File: config.mk
export PLATFORM = sky130hd
export DESIGN_NAME = kinase_valve_sequencer
export DESIGN_NICKNAME = d
export VERILOG_FILES = /design/src/rtl/kinase_ctrl_pkg.sv /design/src/rtl/kinase_phase_timer.sv /design/src/rtl/kinase_valve_sequencer.sv
export SDC_FILE = /design/constraint.sdc
export NUM_CORES = 1
export LEC_CHECK = 0
export CAP_MARGIN = 40
export CORE_MARGIN = 4
export CORE_UTILIZATION = 45
export CTS_CLUSTER_DIAMETER = 200
export CTS_CLUSTER_SIZE = 8
export DETAILED_ROUTE_END_ITERATION = 10
export GPL_TIMING_DRIVEN = 0
export PLACE_DENSITY = 0.78
export REMOVE_ABC_BUFFERS = 1
export SYNTH_ARGS = -nofsm -noshare
export SYNTH_HDL_FRONTEND = slang
export SYNTH_SLANG_ARGS = --single-unit
File: constraint.sdc
create_clock -name clk -period 3.1 [get_ports clk]
set_clock_uncertainty 0.1 [all_clocks]
set_input_delay 0.62 -clock clk [delete_from_list [all_inputs] [get_ports clk]]
set_output_delay 0.62 -clock clk [all_outputs]
set_load 0.02 [all_outputs]
File: src/rtl/kinase_ctrl_pkg.sv
// Shared definitions for the kinase valve sequencer: opcodes, FSM state
// encoding, pad widths and peristaltic pump phase tables.
package kinase_ctrl_pkg;

  localparam int unsigned CTRL_A_W      = 13;
  localparam int unsigned CTRL_S_W      = 4;
  localparam int unsigned PUMP_A_W      = 3;
  localparam int unsigned PUMP_B_W      = 2;
  localparam int unsigned PUMP_A_PHASES = 6;
  localparam int unsigned PUMP_B_PHASES = 4;

  localparam logic [2:0] OP_NOP    = 3'd0;
  localparam logic [2:0] OP_SET_A  = 3'd1;
  localparam logic [2:0] OP_SET_S  = 3'd2;
  localparam logic [2:0] OP_PUMP_A = 3'd3;
  localparam logic [2:0] OP_PUMP_B = 3'd4;
  localparam logic [2:0] OP_WAIT   = 3'd5;

  typedef enum logic [1:0] {
    ST_IDLE   = 2'd0,
    ST_SETTLE = 2'd1,
    ST_PUMP   = 2'd2,
    ST_WAIT   = 2'd3
  } state_t;

  // One pump stroke, entry 0 first.
  localparam logic [PUMP_A_W-1:0] PUMP_A_PATTERN [PUMP_A_PHASES] =
    '{3'b001, 3'b011, 3'b010, 3'b110, 3'b100, 3'b101};
  localparam logic [PUMP_B_W-1:0] PUMP_B_PATTERN [PUMP_B_PHASES] =
    '{2'b01, 2'b11, 2'b10, 2'b00};

endpackage

File: src/rtl/kinase_phase_timer.sv
// Reloadable down-counter: tick_c is high on the last cycle of every
// PHASE_CYCLES-cycle window while en is set.
// Ports: clk, rst_n, reload (restart window), en (count), tick_c (phase end).
module kinase_phase_timer #(
  parameter int unsigned PHASE_CYCLES = 4
) (
  input  logic clk,
  input  logic rst_n,
  input  logic reload,
  input  logic en,
  output logic tick_c
);

  localparam int unsigned CNT_W = (PHASE_CYCLES > 1) ? $clog2(PHASE_CYCLES) : 1;
  localparam logic [CNT_W-1:0] RELOAD_VAL = CNT_W'(PHASE_CYCLES - 1);

  logic [CNT_W-1:0] cnt_q;

  assign tick_c = en && (cnt_q == '0);

  always_ff @(posedge clk or negedge rst_n) begin
    if (!rst_n) begin
      cnt_q <= '0;
    end else if (reload) begin
      cnt_q <= RELOAD_VAL;
    end else if (en) begin
      cnt_q <= (cnt_q == '0) ? RELOAD_VAL : cnt_q - CNT_W'(1);
    end
  end

endmodule

File: src/rtl/kinase_valve_sequencer.sv
// Kinase chip valve/pump sequencer. Accepts valid/ready commands, latches
// valve banks, runs peristaltic pump strokes and inserts settle/wait delays.
// Ports: clk, rst_n, cmd_valid/cmd_ready/cmd_op/cmd_arg (command stream),
//        abort, busy, done, err, pad_ctrl_a, pad_ctrl_s, pad_pump_a, pad_pump_b.
// Optional: define KINASE_STROKE_COUNT_EN to add stroke_count (saturating
//           count of completed pump strokes, cleared only by reset).
module kinase_valve_sequencer
  import kinase_ctrl_pkg::*;
#(
  parameter int unsigned PHASE_CYCLES  = 4,
  parameter int unsigned SETTLE_CYCLES = 8,
  parameter int unsigned ARG_W         = 16
) (
  input  logic                clk,
  input  logic                rst_n,
  input  logic                cmd_valid,
  output logic                cmd_ready,
  input  logic [2:0]          cmd_op,
  input  logic [ARG_W-1:0]    cmd_arg,
  input  logic                abort,
  output logic                busy,
  output logic                done,
  output logic                err,
  output logic [CTRL_A_W-1:0] pad_ctrl_a,
  output logic [CTRL_S_W-1:0] pad_ctrl_s,
  output logic [PUMP_A_W-1:0] pad_pump_a,
  output logic [PUMP_B_W-1:0] pad_pump_b
`ifdef KINASE_STROKE_COUNT_EN
  ,
  output logic [ARG_W-1:0]    stroke_count
`endif
);

  state_t             state_q, state_d;
  logic [ARG_W-1:0]   cnt_q, cnt_d;
  logic [ARG_W-1:0]   strokes_q, strokes_d;
  logic [2:0]         phase_q, phase_d;
  logic [2:0]         phase_inc_c;
  logic               sel_b_q, sel_b_d;
  logic [CTRL_A_W-1:0] ctrl_a_d;
  logic [CTRL_S_W-1:0] ctrl_s_d;
  logic [PUMP_A_W-1:0] pump_a_d;
  logic [PUMP_B_W-1:0] pump_b_d;
  logic               done_d, err_d;
  logic               timer_reload_c, tick_c, stroke_inc_c, last_phase_c;

  assign phase_inc_c  = phase_q + 3'd1;
  assign last_phase_c = sel_b_q ? (phase_q == 3'(PUMP_B_PHASES - 1))
                                : (phase_q == 3'(PUMP_A_PHASES - 1));

  kinase_phase_timer #(.PHASE_CYCLES(PHASE_CYCLES)) u_phase_timer (
    .clk    (clk),
    .rst_n  (rst_n),
    .reload (timer_reload_c),
    .en     (state_q == ST_PUMP),
    .tick_c (tick_c)
  );

  // Next-state and next-output logic.
  always_comb begin
    state_d        = state_q;
    cnt_d          = cnt_q;
    strokes_d      = strokes_q;
    phase_d        = phase_q;
    sel_b_d        = sel_b_q;
    ctrl_a_d       = pad_ctrl_a;
    ctrl_s_d       = pad_ctrl_s;
    pump_a_d       = pad_pump_a;
    pump_b_d       = pad_pump_b;
    done_d         = 1'b0;
    err_d          = 1'b0;
    timer_reload_c = 1'b0;
    stroke_inc_c   = 1'b0;

    unique case (state_q)
      ST_IDLE: begin
        if (cmd_valid) begin
          unique case (cmd_op)
            OP_NOP: done_d = 1'b1;
            OP_SET_A: begin
              ctrl_a_d = cmd_arg[CTRL_A_W-1:0];
              cnt_d    = ARG_W'(SETTLE_CYCLES - 1);
              state_d  = ST_SETTLE;
            end
            OP_SET_S: begin
              ctrl_s_d = cmd_arg[CTRL_S_W-1:0];
              cnt_d    = ARG_W'(SETTLE_CYCLES - 1);
              state_d  = ST_SETTLE;
            end
            OP_PUMP_A, OP_PUMP_B: begin
              if (cmd_arg == '0) begin
                done_d = 1'b1;
              end else begin
                strokes_d      = cmd_arg;
                phase_d        = 3'd0;
                sel_b_d        = (cmd_op == OP_PUMP_B);
                timer_reload_c = 1'b1;
                state_d        = ST_PUMP;
                if (cmd_op == OP_PUMP_B) pump_b_d = PUMP_B_PATTERN[0];
                else                     pump_a_d = PUMP_A_PATTERN[0];
              end
            end
            OP_WAIT: begin
              if (cmd_arg == '0) begin
                done_d = 1'b1;
              end else begin
                cnt_d   = cmd_arg - ARG_W'(1);
                state_d = ST_WAIT;
              end
            end
            default: err_d = 1'b1;
          endcase
        end
      end

      ST_SETTLE, ST_WAIT: begin
        if (abort) begin
          state_d = ST_IDLE;
        end else if (cnt_q == '0) begin
          state_d = ST_IDLE;
          done_d  = 1'b1;
        end else begin
          cnt_d = cnt_q - ARG_W'(1);
        end
      end

      ST_PUMP: begin
        // abort wins over a coinciding phase tick, so the stroke is not counted
        if (abort) begin
          state_d  = ST_IDLE;
          pump_a_d = '0;
          pump_b_d = '0;
        end else if (tick_c) begin
          if (last_phase_c) begin
            stroke_inc_c = 1'b1;
            if (strokes_q == ARG_W'(1)) begin
              state_d  = ST_IDLE;
              done_d   = 1'b1;
              pump_a_d = '0;
              pump_b_d = '0;
            end else begin
              strokes_d = strokes_q - ARG_W'(1);
              phase_d   = 3'd0;
              if (sel_b_q) pump_b_d = PUMP_B_PATTERN[0];
              else         pump_a_d = PUMP_A_PATTERN[0];
            end
          end else begin
            phase_d = phase_inc_c;
            if (sel_b_q) pump_b_d = PUMP_B_PATTERN[phase_inc_c[1:0]];
            else         pump_a_d = PUMP_A_PATTERN[phase_inc_c];
          end
        end
      end

      default: state_d = ST_IDLE;
    endcase
  end

  // State and output registers.
  always_ff @(posedge clk or negedge rst_n) begin
    if (!rst_n) begin
      state_q    <= ST_IDLE;
      cnt_q      <= '0;
      strokes_q  <= '0;
      phase_q    <= '0;
      sel_b_q    <= 1'b0;
      pad_ctrl_a <= '0;
      pad_ctrl_s <= '0;
      pad_pump_a <= '0;
      pad_pump_b <= '0;
      done       <= 1'b0;
      err        <= 1'b0;
      busy       <= 1'b0;
      cmd_ready  <= 1'b1;
    end else begin
      state_q    <= state_d;
      cnt_q      <= cnt_d;
      strokes_q  <= strokes_d;
      phase_q    <= phase_d;
      sel_b_q    <= sel_b_d;
      pad_ctrl_a <= ctrl_a_d;
      pad_ctrl_s <= ctrl_s_d;
      pad_pump_a <= pump_a_d;
      pad_pump_b <= pump_b_d;
      done       <= done_d;
      err        <= err_d;
      busy       <= (state_d != ST_IDLE);
      cmd_ready  <= (state_d == ST_IDLE);
    end
  end

`ifdef KINASE_STROKE_COUNT_EN
  // Saturating completed-stroke counter.
  always_ff @(posedge clk or negedge rst_n) begin
    if (!rst_n) begin
      stroke_count <= '0;
    end else if (stroke_inc_c && (stroke_count != '1)) begin
      stroke_count <= stroke_count + ARG_W'(1);
    end
  end
`endif

endmodule

Yosys cells after proc, flatten, opt, wreduce, memory -nomap -nowiden
Memory sizes are Yosys's and may differ from the RTL's.
Index checks and enable logic that the tools add are counted.
{"block": "word_totals", "input_bits": 23, "ff_bits": 66, "romBits": 24, "out_inout_bits": 26, "memories": 1, "elab_cells": 160}
{"name": "(name not given)", "depth": 8, "width": 3, "rd": 1, "rd_ports_with_merged_regs": 0, "write_ports": 0, "line_no": "kinase_valve_sequencer.sv:150", "text": "else pump_a_d = PUMP_A_PATTERN[phase_inc_c];"}
{"block": "op_classes", "reduce_logical": 24, "eq_ne": 30, "muxes": 81, "addsub": 5, "bitwise": 3, "order_cmp": 2}
{"operator": "2-to-1 mux 16 bit", "count": 11}
{"operator": "case mux 16 bit (2 select lines)", "count": 3}
{"operator": "2-to-1 mux 3 bit", "count": 19}
{"operator": "2-to-1 mux 2 bit", "count": 24}
{"operator": "subtractor 16 x 1 -> 16 bit (second input constant)", "count": 3}
{"operator": "zero test 16 bit", "count": 2}
{"operator": "AND reduction 8 bit", "count": 3}
{"operator": "!= test 2 bit (second input constant)", "count": 10}
{"operator": "equality test 16 x 1 -> 1 bit (second input constant)", "count": 1}
{"operator": "2-to-1 mux 1 bit", "count": 16}
{"operator": "!= test 4 bit (second input constant)", "count": 4}
{"operator": "case mux 2 bit (3 select lines)", "count": 2}
{"operator": "case mux 3 bit (2 select lines)", "count": 2}
{"operator": "equality test 3 x 2 -> 1 bit (second input constant)", "count": 3}
{"operator": "equality test 3 bit (second input constant)", "count": 3}
{"operator": "!= test 3 bit (second input constant)", "count": 3}
{"operator": "nonzero test 2 bit", "count": 4}
{"operator": "AND reduction 7 bit", "count": 1}
{"operator": "zero test 2 bit", "count": 3}
{"operator": "AND reduction 3 bit", "count": 2}
{"operator": "AND reduction 6 bit", "count": 1}
{"operator": "OR reduction 2 bit", "count": 3}
{"operator": "OR reduction 6 bit", "count": 1}
{"operator": "binary-select mux 2 bit (select 2 bit)", "count": 1}
{"operator": "other kinds (19)", "count": 20}

Logic depth before layout (Yosys ltp)
Gate-level depths: netlist of the first run.
{"block": "depth", "word_depth": 10, "ltp_mapped": 11, "depth_no_buf": 8}

Modules after synthesis
A second synthesis of the first run with hierarchy kept.
{"block": "unflattened", "cells_unflattened": 455, "area_unflattened_um2": 4164.0}
{"mod": "kinase_valve_sequencer", "cells_per_inst": 443, "n_inst": 1, "area_each_um2": 4047.6}
{"mod": "kinase_phase_timer", "cells_per_inst": 12, "n_inst": 1, "area_each_um2": 116.4}

Least setup slack after synthesis of the first run
Ideal clock, no wire load.
{"block": "synth_path", "path_kind": "input -> register", "from": "input port cmd_arg[0]", "to": "register busy", "n_path_buf": 2, "required_time_ns": 2.873, "setup_ns": 0.127, "cell_stages": 10, "t_arrival_ns": 2.360, "path_slack_ns": 0.513, "cell_sequence": "inv_1 > ha_1 > clkbuf_1 > nor3b_1 > and4_1 > buf_2 > o21ai_1 > nor2_4 > inv_2 > or2_2"}
{"block": "synth_via", "elab_chain_len": 6}
{"item": "from (decl)", "line_no": "kinase_valve_sequencer.sv:19", "text": "input logic [ARG_W-1:0] cmd_arg,"}
{"item": "zero test 16 bit (*)", "line_no": "kinase_valve_sequencer.sv:91, kinase_valve_sequencer.sv:104"}
{"item": "2-to-1 mux 2 bit, on equally long branches", "line_no": "kinase_valve_sequencer.sv:104, kinase_valve_sequencer.sv:91"}
{"item": "case mux 2 bit (3 select lines) (*)", "line_no": "kinase_valve_sequencer.sv:78", "text": "unique case (cmd_op)"}
{"item": "2-to-1 mux 2 bit (*)", "line_no": "kinase_valve_sequencer.sv:77", "text": "if (cmd_valid) begin"}
{"item": "case mux 2 bit (3 select lines) (*)", "line_no": "kinase_valve_sequencer.sv:75", "text": "unique case (state_q)"}
{"item": "named net state_d[0]", "line_no": "kinase_valve_sequencer.sv:34", "text": "state_t state_q, state_d;"}
{"item": "nonzero test 2 bit (*)", "line_no": "kinase_valve_sequencer.sv:187", "text": "busy <= (state_d != ST_IDLE);"}
{"item": "to (signal assigned)", "line_no": "kinase_valve_sequencer.sv:187"}
{"item": "to (decl)", "line_no": "kinase_valve_sequencer.sv:21", "text": "output logic busy,"}
Mark *: on every way through the listed nets, which the timed path passes. The rest lies on a longest branch.
A chain may end at the register's enable or synchronous reset.

Worst setup path after layout of the first run
{"block": "layout_path", "from": "input port cmd_arg[3]", "to": "register strokes_q[0]"}
{"block": "layout_via", "elab_chain_len": 3}
{"item": "zero test 16 bit", "line_no": "kinase_valve_sequencer.sv:91", "text": "if (cmd_arg == '0) begin"}
{"item": "!= test 2 bit (no line)"}
{"item": "AND reduction 8 bit (no line)"}
{"item": "to (signal assigned)", "line_no": "kinase_valve_sequencer.sv:178", "text": "strokes_q <= strokes_d;"}
{"item": "to (decl)", "line_no": "kinase_valve_sequencer.sv:36", "text": "logic [ARG_W-1:0] strokes_q, strokes_d;"}
Every way passes these cells.

==> impl_summary.log, run 1 <==
INFO  metric outcome = complete, no violations
INFO  metric comb_power_share = 0.405
INFO  metric floorplan.initialDensity = 0.468
INFO  metric floorplan.die.width = 106 µm
INFO  metric final.fill_count = 848
INFO  metric arithmetic_cell_share_of_the_synthesized_area_counting_full_adders_half_adders_and_majority_gates = 0.0258
INFO  metric setup_viol_count_final = 0
INFO  metric leakagePower = 2.00 nW
INFO  metric totalNegativeSetupSlack = 0 ns
INFO  metric net-switching-power = 1.53 mW
INFO  metric preCtsSetupSlack = -0.748 ns
INFO  metric worstSetupPathType = input pin to flip-flop
INFO  metric syn_avg_cell_area = 9.16 µm²
INFO  metric cp_max_fo = 21
INFO  metric synth_enable_flop_cells = 0
INFO  metric routed-via-count = 3975
INFO  metric global_placer_s_final_weighted_congestion = 0.900
INFO  metric postLayoutSetupSlackWorst = 0.102 ns
INFO  metric seq_area = 1650 µm²
INFO  metric core_area = 9330 µm²
INFO  metric remaining_drc_errors = 0
INFO  metric drt-wirelength-per-cell = 17.7 µm
INFO  metric synth.top_cells.by_area = sky130_fd_sc_hd__dfrtp_1 37%, sky130_fd_sc_hd__mux2_2 4.6%, sky130_fd_sc_hd__o21ai_0 3.0%
INFO  metric p_per_area = 729 nW/µm²
INFO  metric vias_per_cell = 6.16
INFO  metric chipHeight = 106 µm
INFO  metric finalWorstPathRequiredPeriod = 3.00 ns
INFO  metric cts_root_buf = sky130_fd_sc_hd__clkbuf_8
INFO  metric hold_path_class = input pin to async pin
INFO  metric drt_pass1_iterations = 5
INFO  metric timing_max_transition_violations_final = 0
INFO  metric clockBufferDepth = 2
INFO  metric grt_setup_unrepaired = no
INFO  metric finalHoldViolations = 0
INFO  metric finish.net_count = 543
INFO  metric area_growth_syn_to_layout = 17.8%
INFO  metric vdd_drop_max = 0.363 mV
INFO  metric num_antenna_cells = 0
INFO  metric die_area = 11300 µm²
INFO  metric multi_input_area = 2550 µm²
INFO  metric synth_top_family_by_area = simple AND/OR/NAND/NOR gates
INFO  metric synth.area.mux_share = 0.0511
INFO  metric tritoncts_sink_count = 66
INFO  metric ys.warnings.count = 0
INFO  metric dpl.hpwl = 8060 µm
INFO  metric timing_worst_slew_pin_value = 0.930 ns
INFO  metric portBuffers = 48
INFO  metric ffs_latches_synth = 66
INFO  metric share_of_synthesized_cell_area_in_and_or_nand_and_nor_gates = 0.259
INFO  metric tritoncts.num_buffers = 9
INFO  metric cell_internal_pwr = 2.21 mW
INFO  metric max-cap-violations = 0
INFO  metric synthXorXnorAreaFrac = 0.0301
INFO  metric synth-async-reset-ratio = 1.00
INFO  metric clk_pin_slew_worst_paths = 0.08 ns
INFO  metric synthesized_netlist_cell_count = 476
INFO  metric yosys.area.top_type_share = 0.373
INFO  metric synth.distinct_cells = 74
INFO  metric start_kind = input pin
INFO  metric slew_headroom = 0.375
INFO  metric grt_util_all_layers = 0.205
INFO  metric fin_cells = 645
INFO  metric yosysSeqAreaShare = 0.379
INFO  metric synth.top_cells.by_count = 65 x sky130_fd_sc_hd__dfrtp_1, 32 x sky130_fd_sc_hd__nor2_1, 31 x sky130_fd_sc_hd__nand2_1, 26 x sky130_fd_sc_hd__o21ai_0, 22 x sky130_fd_sc_hd__clkbuf_1
INFO  metric peak_freq = 0.334 GHz
INFO  metric synthesis.area = 4360 µm²
INFO  metric power_switching_share = 0.410
INFO  metric detailedRoute.firstIterationViolations = 296
INFO  metric numPlacedInstances = 627
INFO  metric p_seq_frac = 0.408
INFO  metric final_antenna_net_count = 0
INFO  metric number_of_rows_in_the_core_area = 35
INFO  metric synth_compound_gate_area_share = 0.210
INFO  metric synth-main-ff-cell = sky130_fd_sc_hd__dfrtp_1
INFO  metric htree_levels = 3
INFO  metric finish.instance_area = 5140 µm²
INFO  metric fin_crit_sh = 0.967
INFO  metric tritoncts = done
INFO  metric most_frequent_cell_after_synthesis = sky130_fd_sc_hd__dfrtp_1
INFO  metric synth_top_cell_by_area = sky130_fd_sc_hd__dfrtp_1
INFO  metric worst_ep_arrival_time = 3.14 ns
INFO  metric antenna_found_initial = 0
INFO  metric post_dp_cell_area = 4900 µm²
INFO  metric wirelength = 11400 µm
INFO  metric grt_pass1_wl = 18900 µm
INFO  metric final_layout_size_suffix_gt1_frac = 0.141
INFO  metric grt_start_max_net_pins = 67
INFO  metric critical_path_required = 3.24 ns
INFO  metric ioPinCount = 49
INFO  metric critPathCaptureType = flip-flop
INFO  metric grt_pass1_vias = 3898
INFO  metric worst_skew_pair.late_latency = 0.36 ns
INFO  metric clock_power_share = 0.187
INFO  metric overflow = 0
-- stage by stage --
step	hold WS, ns	util	total power, mW
3_5_place_dp	0.377	0.526	3.03
3_3_place_gp	0.366	0.520	2.95
6_report	0.267	0.551	3.75
5_1_grt	0.337	0.551	3.99
2_1_floorplan	0.224	-	2.46
4_1_cts	0.297	0.548	3.74
-- timing repair --
| action | in CTS | in global routing |
|---|---|---|
| endpoints found under the setup margin | 36 | 19 |
| hold buffers | 0 | 0 |
| pin swaps | 1 | 0 |
| setup buffers | 2 | 0 |
| resized for setup | 3 | 6 |
-- worst paths after layout --
check | start | to | slack (ns) | depth (start not counted)
hold / removal | rst_n | cnt_q[15]$_DFFE_PN0P_ | 0.27 | 1
min in group clk | pad_ctrl_a[0]$_DFFE_PN0P_ | pad_ctrl_a[0]$_DFFE_PN0P_ | 0.39 | 2
max in group asynchronous | rst_n | strokes_q[14]$_DFFE_PN0P_ | 2.11 | 1
setup / recovery | cmd_arg[3] | strokes_q[0]$_DFFE_PN0P_ | 0.10 | 6
setup reg to reg | state_q[0]$_DFF_PN0_ | strokes_q[0]$_DFFE_PN0P_ | 0.19 | 5
hold reg to reg | pad_ctrl_a[0]$_DFFE_PN0P_ | pad_ctrl_a[0]$_DFFE_PN0P_ | 0.39 | 2
-- worst max-delay path, stage by stage --
cell and delay, ns:
sky130_fd_sc_hd__clkdlybuf4s50_1 0.63, sky130_fd_sc_hd__nor4_2 0.58, sky130_fd_sc_hd__nand4_1 0.30, sky130_fd_sc_hd__and3_4 0.34, sky130_fd_sc_hd__or2_1 0.37, sky130_fd_sc_hd__o221a_1 0.29
-- area by class of cell --
type	count	share of cell area
inverter	11	0.00803
sequential	66	0.322
tap	129	0.0314
multi-input combinational	368	0.497
clock buffer	9	0.0241
timing repair buffer	55	0.107
clock inverter	7	0.0114
-- power groups by stage --
stage	clock [mW]	sequential, mW	combinational, mW
2_1_floorplan	0	1.59	0.875
3_3_place_gp	0	1.52	1.42
3_5_place_dp	0	1.53	1.50
4_1_cts	0.712	1.52	1.51
5_1_grt	0.750	1.58	1.65
6_report	0.700	1.53	1.52
-- cell families after synthesis --
| group | Yosys count |
|---|---|
| AND/OR/NAND/NOR | 195 |
| AO/OA/AOI/OAI | 129 |
| flip-flops | 66 |
| buffers and inverters | 42 |
| multiplexers | 20 |
| XOR/XNOR | 15 |
| adder cells (fa/ha/maj) | 9 |
-- state kept, by name (all words and copies together), names as in the netlist --
signal and count:
pad_pump_b 2, strokes_q 16, cmd_ready 1, u_phase_timer.cnt_q 2
sel_b_q 1, cnt_q 16, state_q 2, busy 1
pad_pump_a 3, pad_ctrl_a 13, err 1, done 1
pad_ctrl_s 4, phase_q 3
-- routing by layer --
metal	vias up	track usage	routed length, µm
li1	1879	-	-
met5	-	0	0
met1	1919	0.250	4610
met2	147	0.342	5650
met3	30	0.0425	748
met4	0	0.109	435
-- cells in the final DEF (no fill, tap or decap), drive strengths merged, types with 11 or more instances in the layout --
master,instances
nor3,15
dfrtp,65
nand3,20
nor2,34
mux2,18
nor4,11
clkdlybuf4s50,47
a21oi,20
inv,16
nand2,31
o21ai,27
(Power assumes the default switching activity.)
==> run 2, diff against run 1 <==
PLACE_DENSITY = 0.66   (was 0.78)
==> run 2 against run 1 <==
Clock power increased by 8.3%. Critical path depth increased by 2. Cell area increased by 1.9%. Register-to-register slack about the same. Maximum frequency increased by 1.1%. Utilization increased by 1.0 points. Combinational power about the same. Setup slack improved by 0.031 ns. Global-route usage increased by 0.71 points. Sequential power about the same. Die area unchanged. Final cell count increased by 0.93%. Critical path type unchanged. Largest power group unchanged. Highest routed layer unchanged.
==> impl_summary.log, run 2 (synthesis gave the netlist of run 1 again) <==
INFO  metric outcome = complete, no violations (unchanged)
INFO  metric area_growth_syn_to_layout = 20.1% (was 17.8%)
INFO  metric grt.met3_usage = 0.0285 (was 0.0425)
INFO  metric cts_root_buf = sky130_fd_sc_hd__clkbuf_8 (unchanged)
INFO  metric worst_path_largest_cell_delay = 0.53 ns (was 0.63 ns)
INFO  metric timing.critical_path.depth = 8 (was 6)
INFO  metric overflow = 0 (unchanged)
INFO  metric most_frequent_cells_in_the_layout = 65 x sky130_fd_sc_hd__dfrtp_1, 47 x sky130_fd_sc_hd__clkdlybuf4s50_1, 32 x sky130_fd_sc_hd__nor2_1 (unchanged)
INFO  metric worstSetupPathType = input pin to flip-flop (unchanged)
INFO  metric grt_start_max_net_pins = 45 (was 67)
INFO  metric grt_most_used_layer = met2 (unchanged)
INFO  metric tritoncts = done (unchanged)
INFO  metric remaining_drc_errors = 0 (unchanged)
INFO  metric final_antenna_net_count = 0 (unchanged)
INFO  metric htree_levels = 3 (unchanged)
INFO  metric peak_freq = 0.337 GHz (was 0.334 GHz)
INFO  metric cp_top_family = simple AND/OR/NAND/NOR gates (unchanged)
INFO  metric num_antenna_cells = 0 (unchanged)
INFO  metric final_layout_size_suffix_gt1_frac = 0.155 (was 0.141)
INFO  metric finalHoldViolations = 0 (unchanged)
INFO  metric grt_pass1_vias = 3802 (was 3898)
INFO  metric worst-path-buf-inv = 2 (was 1)
INFO  metric number_of_rows_in_the_core_area = 35 (unchanged)
INFO  metric detailedRoute.firstIterationViolations = 230 (was 296)
INFO  metric dpl.hpwl = 8280 µm (was 8060 µm)
INFO  metric hold_path_class = input pin to async pin (unchanged)
INFO  metric clockBufferDepth = 2 (unchanged)
INFO  metric drt_pass1_iterations = 5 (unchanged)
INFO  metric drt-wirelength-per-cell = 18.3 µm (was 17.7 µm)
INFO  metric setup_viol_count_final = 0 (unchanged)
INFO  metric worstRegToRegCells = 5 (unchanged)
INFO  metric layout_commonest_cell = sky130_fd_sc_hd__dfrtp_1 (unchanged)
INFO  metric fin_crit_sh = 0.957 (was 0.967)
INFO  metric finalWorstPathRequiredPeriod = 2.97 ns (was 3.00 ns)
INFO  metric reg.largest.list = cnt_q: 16 flops, strokes_q: 16 flops, pad_ctrl_a: 13 flops (unchanged)
INFO  metric global_routing_met1_resource_utilization = 0.294 (was 0.250)
INFO  metric slew_headroom = 0.428 (was 0.375)
INFO  metric r2r-start = state_q[0]$_DFF_PN0_ (unchanged)
INFO  metric ioPinCount = 49 (unchanged)
INFO  metric antenna_found_initial = 0 (unchanged)
INFO  metric grt_pass1_wl = 19500 µm (was 18900 µm)
INFO  metric fin_worst_hold_slack = 0.0497 ns (was 0.267 ns)
INFO  metric vdd_drop_max = 0.374 mV (was 0.363 mV)
INFO  metric cp_max_fo = 11 (was 21)
INFO  metric die_area = 11300 µm² (unchanged)
INFO  metric timing_max_transition_violations_final = 0 (unchanged)
INFO  metric grt_setup_unrepaired = no (unchanged)
INFO  metric worstReg2RegEnd = cnt_q[5]$_DFFE_PN0P_ (was strokes_q[0]$_DFFE_PN0P_)
INFO  metric global_placer_s_final_weighted_congestion = 0.806 (was 0.900)
INFO  metric use_met2 = 0.342 (unchanged)
INFO  metric critPathCaptureType = flip-flop (unchanged)
INFO  metric p_per_area = 729 nW/µm² (about the same)
INFO  metric vias_per_cell = 6.09 (was 6.16)
INFO  metric timing_worst_slew_pin_value = 0.856 ns (was 0.930 ns)
INFO  metric worst_ep_arrival_time = 3.11 ns (was 3.14 ns)
INFO  metric cts_hold_buffers = 0 (unchanged)
INFO  metric floorplan.initialDensity = 0.468 (unchanged)
INFO  metric wirelength = 11900 µm (was 11400 µm)
INFO  metric finish.net_count = 549 (was 543)
INFO  metric critical_path_required = 3.24 ns (about the same)
INFO  metric worst_skew_pair.late_latency = 0.35 ns (was 0.36 ns)
INFO  metric max-cap-violations = 0 (unchanged)
INFO  metric chipHeight = 106 µm (unchanged)
INFO  metric routed-via-count = 3965 (was 3975)
INFO  metric floorplan.die.width = 106 µm (unchanged)
INFO  metric final_core_density = 0.561 (was 0.551)
INFO  metric rrSetupSlack = 0.18 ns (was 0.19 ns)
INFO  metric critical-path-slowest-cell = sky130_fd_sc_hd__clkdlybuf4s50_1 (unchanged)
INFO  metric leakagePower = 2.05 nW (was 2.00 nW)
INFO  metric tritoncts.num_buffers = 9 (unchanged)
INFO  metric crit_path_cell_trace = clkdlybuf4s50_1, inv_1, ha_2, nor3b_1, nand4_1, and3_4, or2_1, o221a_1 (was clkdlybuf4s50_1, nor4_2, nand4_1, and3_4, or2_1, o221a_1)
INFO  metric core_area = 9330 µm² (unchanged)
INFO  metric grt_util_all_layers = 0.212 (was 0.205)
INFO  metric start_kind = input pin (unchanged)
INFO  metric portBuffers = 48 (unchanged)
INFO  metric clk_pin_slew_worst_paths = 0.09 ns (was 0.08 ns)
INFO  metric tritoncts_sink_count = 66 (unchanged)
-- run 2: changes by cell type in the layout (fill, tap and decap cells not counted) --
cell	change
sky130_fd_sc_hd__clkinv_4	+1
sky130_fd_sc_hd__buf_1	-1
sky130_fd_sc_hd__o311a_2	+1
sky130_fd_sc_hd__buf_16	+1
sky130_fd_sc_hd__clkinv_2	+1
sky130_fd_sc_hd__bufinv_16	+1
sky130_fd_sc_hd__inv_6	-3
sky130_fd_sc_hd__buf_4	+5
sky130_fd_sc_hd__nor4_2	-1
sky130_fd_sc_hd__and3_2	+1
sky130_fd_sc_hd__o311a_1	-1
sky130_fd_sc_hd__nor4_4	+1
-- run 2: area by class of cell --
type / count / area [µm²]
clock inverters: 7 / 76.3
repair buffers: 60 / 609
multi-input cells: 369 / 2570
inverters: 11 / 41.3
flip-flops and latches: 66 / 1650
clock buffers: 9 / 124
fillers: 852 / 4090
well taps: 129 / 161
-- run 2: power breakdown --
group          switching (mW)  internal, mW
sequential              0.356          1.18
clock                   0.381         0.377
combinational           0.790         0.737
-- run 2: worst max-delay path by stage --
stage,from,end,slack [ns]
after floorplan,cmd_arg[5],cnt_q[11]$_DFFE_PN0P_,-0.09
after global routing,cmd_arg[0],strokes_q[0]$_DFFE_PN0P_,0.01
final,cmd_arg[0],strokes_q[0]$_DFFE_PN0P_,0.13
after global placement,cmd_arg[3],cnt_q[11]$_DFFE_PN0P_,-1.33
after detailed placement,cmd_arg[3],cnt_q[11]$_DFFE_PN0P_,-0.89
after CTS,cmd_arg[0],cnt_q[11]$_DFFE_PN0P_,0.005
-- run 2: what timing repair did --
action / 4_1_cts / 5_1_grt
gates cloned: 0 / 1
resized for setup: 4 / 6
endpoints found under the setup margin: 40 / 27
buffers inserted: 5 / 2
pin swaps: 2 / 1
-- run 2: per-layer routing --
metal / routed length [µm] / vias to the layer above
met5: 0 / -
met4: 241 / 0
met3: 507 / 17
met2: 5700 / 106
met1: 5480 / 1942
li1: - / 1900
-- run 2: per-stage QoR --
| stage | setup WS, ns | std cells | power [mW] | area (µm²) | TNS (ns) |
|---|---|---|---|---|---|
| 6_report | 0.133 | 651 | 3.82 | 5240 | 0 |
| 5_1_grt | 0.0137 | 651 | 4.07 | 5240 | 0 |
| 4_1_cts | 0.00455 | 648 | 3.83 | 5190 | 0 |
| 3_5_place_dp | -0.893 | 627 | 3.05 | 4930 | -27.62 |
| 3_3_place_gp | -1.33 | 622 | 2.97 | 4850 | -115.24 |
| 2_1_floorplan | -0.0921 | 445 | 2.46 | 4210 | -0.0921 |
==> run 3, diff against run 2 <==
CTS_CLUSTER_SIZE = not set   (was 8)
==> results of run 3 <==
No change in the layout: final DEF, timing and power equal those of run 2.
